===== src/rtl/pir_motion_ctrl.sv =====
// pir_motion_ctrl: multi-channel PIR motion controller.
// Each channel synchronises its raw PIR line, debounces it, and drives an LED
// with a retriggerable hold time. Qualified motion produces a one-cycle event
// pulse, and a saturating counter tracks events across all channels.
// Optional feature macro: PIR_BLANKING_EN. When it is defined, hold expiry
// enters a BLANK period during which the channel ignores its input.

// Per-channel synchroniser + qualify/hold FSM. Registered outputs, next-state
// values also exported so the top can register the shared status in step.
module pir_lane #(
  parameter int DEBOUNCE_CYCLES = 16,
  parameter int HOLD_CYCLES     = 1000
`ifdef PIR_BLANKING_EN
  ,
  parameter int BLANK_CYCLES    = 500
`endif
) (
  input  logic hwclk,
  input  logic rst_n,
  input  logic enable,
  input  logic pir,
  output logic led,
  output logic evt,
  output logic led_d,
  output logic evt_d
);
  localparam int QW = $clog2(DEBOUNCE_CYCLES + 1);
  localparam int HW = (HOLD_CYCLES > 1) ? $clog2(HOLD_CYCLES) : 1;
`ifdef PIR_BLANKING_EN
  localparam int BW = (BLANK_CYCLES > 1) ? $clog2(BLANK_CYCLES) : 1;
  localparam int TW = (HW > BW) ? HW : BW;
`else
  localparam int TW = HW;
`endif

`ifdef PIR_BLANKING_EN
  typedef enum logic [2:0] {ST_IDLE, ST_QUALIFY, ST_ACTIVE, ST_HOLD, ST_BLANK} state_t;
`else
  typedef enum logic [2:0] {ST_IDLE, ST_QUALIFY, ST_ACTIVE, ST_HOLD} state_t;
`endif

  logic [1:0]    sync_q;
  logic          s;
  state_t        st_q, st_d;
  logic [QW-1:0] qcnt_q, qcnt_d;
  // hold and blank never overlap, so one down-counter serves both
  logic [TW-1:0] tmr_q, tmr_d;

  assign s = sync_q[1];

  // next-state decode; disable overrides everything and drops to IDLE
  always_comb begin
    st_d   = st_q;
    qcnt_d = qcnt_q;
    tmr_d  = tmr_q;
    evt_d  = 1'b0;
    case (st_q)
      ST_IDLE: begin
        if (s) begin
          st_d   = ST_QUALIFY;
          qcnt_d = QW'(1);
        end
      end
      ST_QUALIFY: begin
        if (!s) begin
          st_d   = ST_IDLE;
          qcnt_d = '0;
        end else if (qcnt_q == QW'(DEBOUNCE_CYCLES)) begin
          st_d   = ST_ACTIVE;
          qcnt_d = '0;
          evt_d  = 1'b1;
        end else begin
          qcnt_d = qcnt_q + QW'(1);
        end
      end
      ST_ACTIVE: begin
        if (!s) begin
          st_d  = ST_HOLD;
          tmr_d = TW'(HOLD_CYCLES - 1);
        end
      end
      ST_HOLD: begin
        if (s) begin
          st_d = ST_ACTIVE;
        end else if (tmr_q == '0) begin
`ifdef PIR_BLANKING_EN
          st_d  = ST_BLANK;
          tmr_d = TW'(BLANK_CYCLES - 1);
`else
          st_d  = ST_IDLE;
`endif
        end else begin
          tmr_d = tmr_q - TW'(1);
        end
      end
`ifdef PIR_BLANKING_EN
      ST_BLANK: begin
        if (tmr_q == '0) st_d = ST_IDLE;
        else             tmr_d = tmr_q - TW'(1);
      end
`endif
      default: st_d = ST_IDLE;
    endcase
    if (!enable) begin
      st_d   = ST_IDLE;
      qcnt_d = '0;
      tmr_d  = '0;
      evt_d  = 1'b0;
    end
  end

  assign led_d = (st_d == ST_ACTIVE) || (st_d == ST_HOLD);

  // state, counters and registered outputs; synchroniser runs even when disabled
  always_ff @(posedge hwclk) begin
    if (!rst_n) begin
      sync_q <= '0;
      st_q   <= ST_IDLE;
      qcnt_q <= '0;
      tmr_q  <= '0;
      led    <= 1'b0;
      evt    <= 1'b0;
    end else begin
      sync_q <= {sync_q[0], pir};
      st_q   <= st_d;
      qcnt_q <= qcnt_d;
      tmr_q  <= tmr_d;
      led    <= led_d;
      evt    <= evt_d;
    end
  end
endmodule

module pir_motion_ctrl #(
  parameter int N_CH            = 4,
  parameter int DEBOUNCE_CYCLES = 16,
  parameter int HOLD_CYCLES     = 1000,
  parameter int CNT_W           = 8,
  parameter int BLANK_CYCLES    = 500
) (
  input  logic             hwclk,
  input  logic             rst_n,
  input  logic             enable,
  input  logic [N_CH-1:0]  pir_in,
  output logic [N_CH-1:0]  led_out,
  output logic [N_CH-1:0]  motion_evt,
  output logic             any_motion,
  output logic [CNT_W-1:0] evt_count
);
  localparam int SW = CNT_W + 5;
  localparam logic [SW-1:0] CNT_MAX = {5'b0, {CNT_W{1'b1}}};

  logic [N_CH-1:0]  led_d, evt_d;
  logic [4:0]       pop;
  logic [SW-1:0]    sum;
  logic [CNT_W-1:0] cnt_d;

  // out-of-range configurations select this empty block; nothing depends on it
  if (N_CH < 1 || N_CH > 16 || DEBOUNCE_CYCLES < 1 || HOLD_CYCLES < 1 ||
      BLANK_CYCLES < 1) begin : g_param_range_violation
  end

  for (genvar i = 0; i < N_CH; i++) begin : g_lane
    pir_lane #(
      .DEBOUNCE_CYCLES (DEBOUNCE_CYCLES),
      .HOLD_CYCLES     (HOLD_CYCLES)
`ifdef PIR_BLANKING_EN
      ,
      .BLANK_CYCLES    (BLANK_CYCLES)
`endif
    ) u_lane (
      .hwclk  (hwclk),
      .rst_n  (rst_n),
      .enable (enable),
      .pir    (pir_in[i]),
      .led    (led_out[i]),
      .evt    (motion_evt[i]),
      .led_d  (led_d[i]),
      .evt_d  (evt_d[i])
    );
  end

  // popcount of this cycle's events, added with clamp at all-ones
  always_comb begin
    pop = '0;
    for (int i = 0; i < N_CH; i++) pop = pop + 5'(evt_d[i]);
    sum   = SW'(evt_count) + SW'(pop);
    cnt_d = (sum > CNT_MAX) ? {CNT_W{1'b1}} : sum[CNT_W-1:0];
  end

  // shared status registers, updated on the same edge as the lane outputs
  always_ff @(posedge hwclk) begin
    if (!rst_n) begin
      any_motion <= 1'b0;
      evt_count  <= '0;
    end else begin
      any_motion <= |led_d;
      evt_count  <= cnt_d;
    end
  end
endmodule


===== config.mk =====
export PLATFORM = sky130hd
export DESIGN_NAME = pir_motion_ctrl
export DESIGN_NICKNAME = d
export VERILOG_FILES = /design/src/rtl/pir_motion_ctrl.sv
export SDC_FILE = /design/constraint.sdc
export NUM_CORES = 1
export LEC_CHECK = 0
export ABC_AREA = 1
export BUFFER_PORTS_ARGS = -buffer_cell sky130_fd_sc_hd__buf_2
export CAP_MARGIN = 10
export CORE_AREA = 2 2 126 128
export DETAILED_ROUTE_END_ITERATION = 8
export DIE_AREA = 0 0 128 130
export SLEW_MARGIN = 20
export SYNTH_ARGS = -nofsm -noshare
export SYNTH_HDL_FRONTEND = slang
export SYNTH_SLANG_ARGS = --single-unit

===== constraint.sdc =====
create_clock -name hwclk -period 3.04 [get_ports hwclk]
set_input_delay 0.152 -clock hwclk [delete_from_list [all_inputs] [get_ports hwclk]]
set_output_delay 0.152 -clock hwclk [all_outputs]
set_load 0.05 [all_outputs]

==> run_results.csv, run 1 <==
group,metric,value,unit
finish,layout_commonest_cell,"nand2_1",
timing,hold_ws,0.152,ns
synthesis,synthFlopType,"dfxtp_1",
floorplanning,die_x,128,um
synthesis,synth_edf_count,0,
run,max_cap_violations,0,
pwr,powerDensity,474,mW/mm^2
setup_path,crit_family,"adder cells",
floorplanning,ios,24,
routing,wl_per_cell,11.3,um
setup_path,arrival,3.14,ns
clocking,htree_levels,3,
setup_path,slowest_delay,0.50,ns
synthesis,avgSynthCellArea,7.04,sq um
clocking,cts.sinks,97,
floorplanning,die-area,0.0166,sq mm
place,hpwlAfterDp,7.50,mm
floorplanning,rows,46,
global_routing,grt_pass1_wl,18.3,mm
setup_path,cp_slowest_cell,"fa_1",
setup_path,crit_chain,"inv_1 -> ha_1 -> nand2_1 -> inv_1 -> nand2_2 -> inv_1 -> nand3_2 -> nor2_1 -> fa_1 -> inv_1 -> fa_1 -> inv_2 -> fa_2 -> nand4_1 -> nor2_2 -> nand2_4 -> nand2_1 -> nand2_1 -> inv_1",
pwr,power_frac_clock,51.0,%
pwr,p_switching,0.000561,W
min_path,hp-class,"in2reg",
floorplanning,initial_core_util,32.9,%
synthesis,synth_warnings,0,
synthesis,synth_top_area_share,38.3,%
routing,drc,0,
routing,firstDrtPassIters,4,
finish,final_util,37.6,%
finish,stdcell_count,943,
timing,worst_slew_pin_slew,0.575,ns
global_routing,top_usage_layer,"met2",
pwr,peakVddDrop,0.249,mV
place,io_buffers,23,
synthesis,synth_seq_cells,97,
place,place.gp.congestion,0.783,
global_routing,antenna_found_initial,0,
synthesis,yosysTopAreaCell,"dfxtp_1",
synthesis,synthTopCellsByArea,"dfxtp_1, nand2_1, nor2_1",
global_routing,met1_usage,16.7,%
setup_path,cp_num_buf_inv,6,
pwr,power.leakage,2.55,nW
finish,antennaDiodeCount,0,
place,dp_cells,921,
setup_path,cp-start-kind,"register",
floorplanning,core,0.0154,sq mm
outcome,status,"completed",
global_routing,grt_pass1_vias,4026,
timing,fmax,352,MHz
finish,drive_above_1_share,11.3,%
timing,finalHoldViolCount,0,
clocking,worstSkewPairLatency,0.36,ns
pwr,power.internal,0.00218,W
routing,postRouteAntennaNets,0,
synthesis,synth.distinct_cells,48,
setup_path,critPathCaptureType,"register",
synthesis,postSynth.asyncResetShare,0,%
finish,final_cell_mix,"nand2_1, nor2_1, dfxtp_1",
finish,fin_nets,770,
pwr,switching_share,20.4,%
setup_path,crit_path_max_fanout,7,
finish,area_growth,14.3,%
floorplanning,die_h,130,um
global_routing,grt_usage,13.6,%
clocking,cts_root_buf,"clkbuf_16",
global_routing,grt_use_met3,2.87,%
timing,timing.slew.headroom,61.3,%
routing,post_drt_via_cell_ratio,4.66,
global_routing,grt_use_met2,22.7,%
pwr,combPwrFrac,2.1,%
timing,min_period,2.84,ns
timing,setup_tns,0,ns
synthesis,syn_area,0.00507,sq mm
global_routing,overflow,0,
setup_path,crit_path_frequent_cell,"inv_1",
routing,wirelength,10.7,mm
synthesis,ys_seq_area_share,38.3,%
setup_path,worstSetupPathType,"reg2reg",
timing,min_period_over_period,93.3,%
setup_path,required,3.34,ns
timing,drv_slew,0,
global_routing,grt_max_degree,31,
timing,skew,0.0149,ns
clocking,cts_tree,"built",
routing,vias,4396,
clocking,cts_made_buffers,9,
clocking,path_clk_slew,0.07,ns
pwr,p_seq_share,46.9,%
routing,first_iter_violations,194,
synthesis,syn_inst,720,
timing,setup_viol,0,
clocking,clock_path_buffers,2,
tightest hold or removal path, delay by kind of cell:
| family | cells | cell delay [ns] |
|---|---|---|
| buffers and inverters | 2 | 0.23 |
| AND/OR/NAND/NOR | 1 | 0.09 |
layout make-up:
class                           count  area, sq um
Clock buffer                        9          225
Clock inverter                      6          138
Fill cell                        1623         9630
Inverter                           87          327
Multi-Input combinational cell    518         2710
Sequential cell                    97         1940
Tap cell                          192          240
Timing Repair Buffer               34          208
Yosys cell counts (2+ instances only):
cell type / count
nand2_1: 160
clkbuf_1: 3
o21ai_2: 2
inv_1: 81
nand2_4: 3
xnor2_1: 11
or2_2: 2
buf_4: 10
buf_6: 2
o21ai_1: 4
o211ai_1: 2
o21ai_0: 20
fa_1: 3
a211oi_1: 4
buf_2: 2
nor2_2: 4
xor2_1: 14
nor2_1: 100
inv_2: 5
o21bai_1: 2
buf_1: 3
a31oi_1: 2
nand3_1: 68
a21oi_2: 2
nand3b_1: 9
a221oi_1: 2
dfxtp_1: 97
nand4_1: 6
nand3_2: 3
nor3_1: 19
a21oi_1: 46
ha_1: 13
routing by layer:
metal	vias to the layer above	share of wire (%)	wire length, um
met3	19	2.8	301
met4	0	2.2	233
met5	-	0	0
met1	1976	48	5110
li1	2356	-	-
met2	45	47	5040
stage by stage:
stage	total power, W	setup WS (ns)	instance area, sq um
finish	0.00275	0.202	5790
global route	0.00283	-0.00856	5790
CTS	0.00279	0.0783	5740
detailed placement	0.00137	0.110	5330
global placement	0.00137	0.143	5330
floorplan	0.00135	0.315	5080
power by group through the flow:
stage | Combinational [W] | Clock (W) | Sequential [W]
3_3_place_gp | 0.0000536 | 0 | 0.00132
2_1_floorplan | 0.0000347 | 0 | 0.00131
6_report | 0.0000578 | 0.00140 | 0.00129
3_5_place_dp | 0.0000536 | 0 | 0.00132
5_1_grt | 0.0000658 | 0.00148 | 0.00129
4_1_cts | 0.0000577 | 0.00144 | 0.00129
sequential cells by signal (all words and copies together) (netlist names):
name / count
any_motion: 1
evt_count: 8
g_lane.u_lane.evt: 4
g_lane.u_lane.led: 4
g_lane.u_lane.qcnt_q: 20
g_lane.u_lane.st_q: 12
g_lane.u_lane.sync_q: 8
g_lane.u_lane.tmr_q: 40
cells by family (layout without fill, tap and decap cells):
family / Yosys count / count (layout) / synth area share, %
and+or+nand+nor: 383 / 383 / 33.7
buffers and inverters: 108 / 136 / 9.11
xor gates and xnor gates: 25 / 25 / 4.32
DFF: 97 / 97 / 38.3
other: 1 / 4 / 0.0740
adders and majority gates: 16 / 16 / 4.39
AOI/OAI and AO/OA: 90 / 90 / 10.1
worst paths after layout:
path / start / depth (start not counted) / slack [ns] / to
worst max-delay path: g_lane[0].u_lane.qcnt_q[0] / 19 / 0.20 / evt_count[3]
worst min register to register: g_lane[2].u_lane.sync_q[0] / 2 / 0.42 / g_lane[2].u_lane.sync_q[1]
worst max register to register: g_lane[0].u_lane.qcnt_q[0] / 19 / 0.20 / evt_count[3]
worst min-delay path: rst_n / 3 / 0.15 / g_lane[2].u_lane.sync_q[1]
timing repair:
| action | CTS | global route |
|---|---|---|
| setup endpoints to repair | 0 | 7 |
| hold buffers | 4 | 0 |
| endpoints found under the hold margin | 4 | 0 |
| gates resized for setup | 0 | 12 |
| buffers inserted | 0 | 3 |
No activity file was read; power rests on OpenSTA's default activity.
==> run 2: changes to the inputs <==
--- a/config.mk
+++ b/config.mk
@@ -11,6 +11,7 @@
 export CORE_AREA = 2 2 126 128
 export DETAILED_ROUTE_END_ITERATION = 8
 export DIE_AREA = 0 0 128 130
+export GPL_TIMING_DRIVEN = 0
 export SLEW_MARGIN = 20
 export SYNTH_ARGS = -nofsm -noshare
 export SYNTH_HDL_FRONTEND = slang
==> run 2 against run 1 <==
Flip-flop and latch count did not move. Sequential power is essentially flat. Worst setup slack better by 0.026 ns.
==> run_results.csv, run 2 (synthesis gave the netlist of run 1 again) <==
group,metric,value,unit
setup_path,arrival,3.08,ns
pwr,power.leakage,2.59,nW
setup_path,crit_path_frequent_cell,"inv_1",
clocking,cts_tree,"built",
floorplanning,die_x,128,um
finish,seq_area,0.00194,sq mm
timing,worst_slew_pin_slew,0.678,ns
setup_path,critPathCaptureType,"register",
timing,fmax,356,MHz
finish,drive_above_1_share,12.7,%
finish,layout_commonest_cell,"nand2_1",
floorplanning,rows,46,
routing,drc,0,
place,dp_cells,938,
clocking,path_clk_slew,0.07,ns
setup_path,crit_path_max_fanout,7,
setup_path,crit_chain,"inv_1 -> ha_1 -> nand2_1 -> inv_1 -> nand2_2 -> inv_1 -> nand3_2 -> nor2_1 -> fa_1 -> inv_1 -> fa_2 -> inv_2 -> fa_2 -> nand4_1 -> nor2_2 -> nand2_4 -> a21oi_1",
timing,finalHoldViolCount,0,
timing,setup_viol,0,
setup_path,cp-start-kind,"register",
setup_path,crit_family,"adder cells",
floorplanning,die-area,0.0166,sq mm
place,io_buffers,23,
clocking,cts_made_buffers,9,
finish,fill_cells,1649,
global_routing,grt_pass1_wl,18.6,mm
finish,antennaDiodeCount,0,
timing,rsz0062_at_grt,"no",
floorplanning,ios,24,
routing,firstDrtPassIters,5,
finish,area_growth,15.4,%
place,place.gp.congestion,0.815,
setup_path,slowest_delay,0.50,ns
floorplanning,initial_core_util,32.9,%
setup_path,crit_start,"g_lane[0].u_lane.qcnt_q[0]",
clocking,cts.sinks,97,
timing,skew,0.00717,ns
global_routing,grt_max_degree,17,
clocking,htree_levels,3,
global_routing,overflow,0,
pwr,finalPower,0.00252,W
setup_path,worstSetupPathType,"reg2reg",
timing,min_period,2.81,ns
place,hpwlAfterDp,7.76,mm
clocking,clock_path_buffers,2,
routing,wl_per_cell,11.3,um
routing,postRouteAntennaNets,0,
timing,drv_slew,0,
timing,min_period_over_period,92.5,%
setup_path,cp_slowest_cell,"fa_1",
setup_path,r2r_start,"g_lane[0].u_lane.qcnt_q[0]",
finish,stdcell_count,962,
global_routing,antenna_found_initial,0,
finish,largestRegisters,"g_lane.u_lane.tmr_q: 40 flops, g_lane.u_lane.qcnt_q: 20 flops, g_lane.u_lane.st_q: 12 flops",
floorplanning,die_h,130,um
setup_path,cp_num_buf_inv,5,
run,max_cap_violations,0,
min_path,holdCritStartpoint,"enable",
global_routing,grt_usage,13.7,%
routing,first_iter_violations,170,
pwr,powerDensity,430,mW/mm^2
finish,regMostFlops,"g_lane.u_lane.tmr_q",
place,post-place-ws,-0.0327,ns
finish,final_cell_mix,"nand2_1, nor2_1, dfxtp_1",
outcome,status,"completed",
clocking,cts_root_buf,"clkbuf_16",
finish,fin_nets,788,
floorplanning,core,0.0154,sq mm
pwr,peakVddDrop,0.255,mV
clocking,worstSkewPairLatency,0.35,ns
timing,setup_tns,0,ns
timing,setup_ws,0.229,ns
min_path,hp-class,"in2reg",
global_routing,grt_pass1_vias,3998,
routing,wirelength,10.9,mm
finish,largest_reg_flops,40,
routing,vias,4432,
finish,multi_input_area,0.00271,sq mm
setup_path,required,3.31,ns
timing,timing.slew.headroom,54.8,%
routing,post_drt_via_cell_ratio,4.61,
-- run 2: cell count changes in the layout (fill, tap and decap cells not counted), moves of 2 or more --
| cell | delta |
|---|---|
| buf_4 | +7 |
| buf_2 | +2 |
| bufinv_16 | -3 |
| inv_6 | -2 |
| a21oi_2 | -2 |
| clkbuf_1 | +3 |
| clkinvlp_4 | +2 |
| buf_6 | +2 |
| a21oi_1 | +2 |
| clkinv_4 | +2 |
| buf_1 | +3 |
-- run 2: cell type report --
type | instances | area share, %
multi-input cells | 518 | 46.4
flip-flops and latches | 97 | 33.2
inverters | 87 | 5.58
well taps | 192 | 4.11
clock buffers | 10 | 4.08
repair buffers | 31 | 3.17
plain buffers | 21 | 2.31
clock inverters | 6 | 1.15
-- run 2: power breakdown --
| part | switching, W | total, W | internal (W) |
|---|---|---|---|
| sequential | 0.00000813 | 0.00129 | 0.00128 |
| combinational | 0.0000430 | 0.0000604 | 0.0000174 |
| clock | 0.000507 | 0.00117 | 0.000662 |
| total | 0.000558 | 0.00252 | 0.00196 |
-- run 2: layer usage --
metal,share of wire [%],global-route usage [%],vias to the layer above
met4,1.1,3.56,0
li1,-,-,2396
met1,48,17.0,1991
met3,2.9,3.44,11
met5,0,0,-
met2,48,24.0,34
-- run 2: worst register-to-register path, stage by stage (launching register included) --
cell	delay [ns]
dfxtp_2	0.33
inv_1	0.06
ha_1	0.20
nand2_1	0.06
inv_1	0.05
nand2_2	0.07
inv_1	0.06
nand3_2	0.09
nor2_1	0.07
fa_1	0.50
inv_1	0.05
fa_2	0.33
inv_2	0.07
fa_2	0.19
nand4_1	0.13
nor2_2	0.21
nand2_4	0.10
a21oi_1	0.17
-- run 2: metrics by stage --
step / hold slack [ns] / utilization (%) / instance area (sq um)
after detailed placement: 0.341 / 35.2 / 5440
after floorplan: 0.250 / - / 5080
final: 0.186 / 37.9 / 5850
after CTS: 0.184 / 37.5 / 5790
after global placement: 0.345 / 35.2 / 5440
after global routing: 0.191 / 37.9 / 5850
-- run 2: timing repair --
| item | 4_1_cts | 5_1_grt |
|---|---|---|
| gates resized for setup | 1 | 12 |
| endpoints found under the hold margin | 4 | 0 |
| endpoints found under the setup margin | 5 | 8 |
| hold buffers | 4 | 0 |
| pin swaps | 0 | 3 |
| buffers inserted | 0 | 4 |
-- run 2: path summary, 6_finish.rpt --
kind                                     end  slack, ns  depth (start not counted)
hold / removal          g_lane[2].u_lane.evt       0.19                          3
setup / recovery                evt_count[7]       0.23                         17
setup reg to reg                evt_count[7]       0.23                         17
hold reg to reg   g_lane[0].u_lane.sync_q[1]       0.42                          2
==> run 3: changes to the inputs <==
--- a/config.mk
+++ b/config.mk
@@ -9,6 +9,7 @@
 export BUFFER_PORTS_ARGS = -buffer_cell sky130_fd_sc_hd__buf_2
 export CAP_MARGIN = 10
 export CORE_AREA = 2 2 126 128
+export CTS_BUF_LIST = sky130_fd_sc_hd__clkbuf_16
 export DETAILED_ROUTE_END_ITERATION = 8
 export DIE_AREA = 0 0 128 130
 export GPL_TIMING_DRIVEN = 0
==> run 3 against run 2 <==
Sequential share of layout area grew 0.057 points. First-iteration DRC count stayed put. Sequential power about the same. Combinational power is essentially flat. Critical path depth stayed put. Worst hold slack stayed put. Design area shrank 0.17%. Non-clock buffer count is the same. Critical path type unchanged. Largest cell class unchanged. Largest power group unchanged.
==> run_results.csv, run 3 (synthesis gave the netlist of run 1 again) <==
group,metric,value,unit
setup_path,worstSetupPathType,"reg2reg",
floorplanning,die_h,130,um
pwr,power.leakage,2.58,nW
timing,timing.slew.headroom,54.8,%
timing,skew,0.00708,ns
floorplanning,core,0.0154,sq mm
timing,rsz0062_at_grt,"no",
clocking,path_clk_slew,0.07,ns
routing,post_drt_via_cell_ratio,4.61,
timing,finalHoldViolCount,0,
routing,firstDrtPassIters,5,
finish,fill_cells,1650,
timing,fmax,356,MHz
setup_path,cp-start-kind,"register",
setup_path,arrival,3.08,ns
routing,drc,0,
floorplanning,die-area,0.0166,sq mm
clocking,cts.sinks,97,
clocking,cts_tree,"built",
place,place.gp.congestion,0.815,
finish,fin_nets,788,
finish,drive_above_1_share,12.6,%
floorplanning,rows,46,
routing,wirelength,10.9,mm
floorplanning,ios,24,
finish,layout_commonest_cell,"nand2_1",
routing,wl_per_cell,11.3,um
floorplanning,initial_core_util,32.9,%
global_routing,overflow,0,
setup_path,required,3.31,ns
timing,worst_slew_pin_slew,0.678,ns
timing,min_period_over_period,92.5,%
global_routing,antenna_found_initial,0,
global_routing,grt_pass1_vias,3998,
pwr,peakVddDrop,0.255,mV
min_path,hp-class,"in2reg",
timing,drv_slew,0,
place,post-place-ws,-0.0327,ns
setup_path,crit_path_max_fanout,7,
global_routing,grt_usage,13.7,%
place,io_buffers,23,
clocking,cts_made_buffers,9,
run,max_cap_violations,0,
timing,setup_ws,0.229,ns
floorplanning,die_x,128,um
timing,setup_viol,0,
place,hpwlAfterDp,7.76,mm
timing,min_period,2.81,ns
finish,stdcell_count,962,
setup_path,rrSetupSlack,0.23,ns
clocking,worstSkewPairLatency,0.35,ns
outcome,status,"completed",
finish,regMostFlops,"g_lane.u_lane.tmr_q",
global_routing,grt_pass1_wl,18.6,mm
routing,vias,4432,
global_routing,grt_max_degree,17,
routing,first_iter_violations,170,
setup_path,critPathCaptureType,"register",
clocking,clock_path_buffers,2,
finish,final_cell_mix,"nand2_1, nor2_1, dfxtp_1",
finish,largestRegisters,"g_lane.u_lane.tmr_q: 40 flops, g_lane.u_lane.qcnt_q: 20 flops, g_lane.u_lane.st_q: 12 flops",
clocking,htree_levels,3,
routing,postRouteAntennaNets,0,
clocking,cts_root_buf,"clkbuf_16",
pwr,powerDensity,426,mW/mm^2
finish,largest_reg_flops,40,
place,dp_cells,938,
finish,antennaDiodeCount,0,
finish,area_growth,15.2,%
run 3: cell types whose count changed in the layout (fill, tap and decap cells not counted):
cell,delta
clkinv_1,+1
clkbuf_8,-1
run 3: stage by stage:
step | utilization [%] | hold WS (ns) | area (sq um) | setup TNS [ns] | total power [W]
after floorplan | - | 0.250 | 5080 | 0 | 0.00135
after global placement | 35.2 | 0.345 | 5440 | 0 | 0.00137
after detailed placement | 35.2 | 0.341 | 5440 | -0.0438 | 0.00137
after CTS | 37.4 | 0.184 | 5780 | 0 | 0.00253
after global routing | 37.9 | 0.191 | 5840 | 0 | 0.00259
final | 37.9 | 0.186 | 5840 | 0 | 0.00249
run 3: final timing paths:
| kind | to | start | cells after the start |
|---|---|---|---|
| hold reg to reg | g_lane[0].u_lane.sync_q[1] | g_lane[0].u_lane.sync_q[0] | 2 |
| setup reg to reg | evt_count[7] | g_lane[0].u_lane.qcnt_q[0] | 17 |
| setup / recovery | evt_count[7] | g_lane[0].u_lane.qcnt_q[0] | 17 |
| hold / removal | g_lane[2].u_lane.evt | enable | 3 |
run 3: cell type report:
class | instances | area (sq um) | share of cell area, %
multi-input cells | 518 | 2710 | 46.4
repair buffers | 31 | 185 | 3.17
clock inverters | 7 | 71.3 | 1.22
inverters | 87 | 327 | 5.59
well taps | 192 | 240 | 4.11
plain buffers | 21 | 135 | 2.31
flip-flops and latches | 97 | 1940 | 33.3
clock buffers | 9 | 225 | 3.86
run 3: power by group:
| group | leakage, nW | internal [W] | switching [W] |
|---|---|---|---|
| clock network | 0.139 | 0.000636 | 0.000506 |
| registers | 0.785 | 0.00128 | 0.00000813 |
| logic | 1.66 | 0.0000174 | 0.0000430 |
| total | 2.58 | 0.00193 | 0.000557 |
run 3: critical path, cell delays in order, from the launching register on:
cell	delay, ns
dfxtp_2	0.33
inv_1	0.06
ha_1	0.20
nand2_1	0.06
inv_1	0.05
nand2_2	0.07
inv_1	0.06
nand3_2	0.09
nor2_1	0.06
fa_1	0.50
inv_1	0.05
fa_2	0.33
inv_2	0.07
fa_2	0.19
nand4_1	0.13
nor2_2	0.21
nand2_4	0.10
a21oi_1	0.16
run 3: what timing repair did:
item | in CTS | in global routing
endpoints found under the hold margin | 4 | 0
hold buffers | 4 | 0
setup endpoints to repair | 5 | 8
gates resized for setup | 1 | 12
buffers inserted | 0 | 4
pin swaps | 0 | 3
run 3: layer usage:
| layer | GRT usage (%) | share of wire, % |
|---|---|---|
| met5 | 0 | 0 |
| met2 | 24.0 | 48 |
| met1 | 17.0 | 48 |
| met4 | 3.56 | 1.1 |
| met3 | 3.44 | 2.9 |
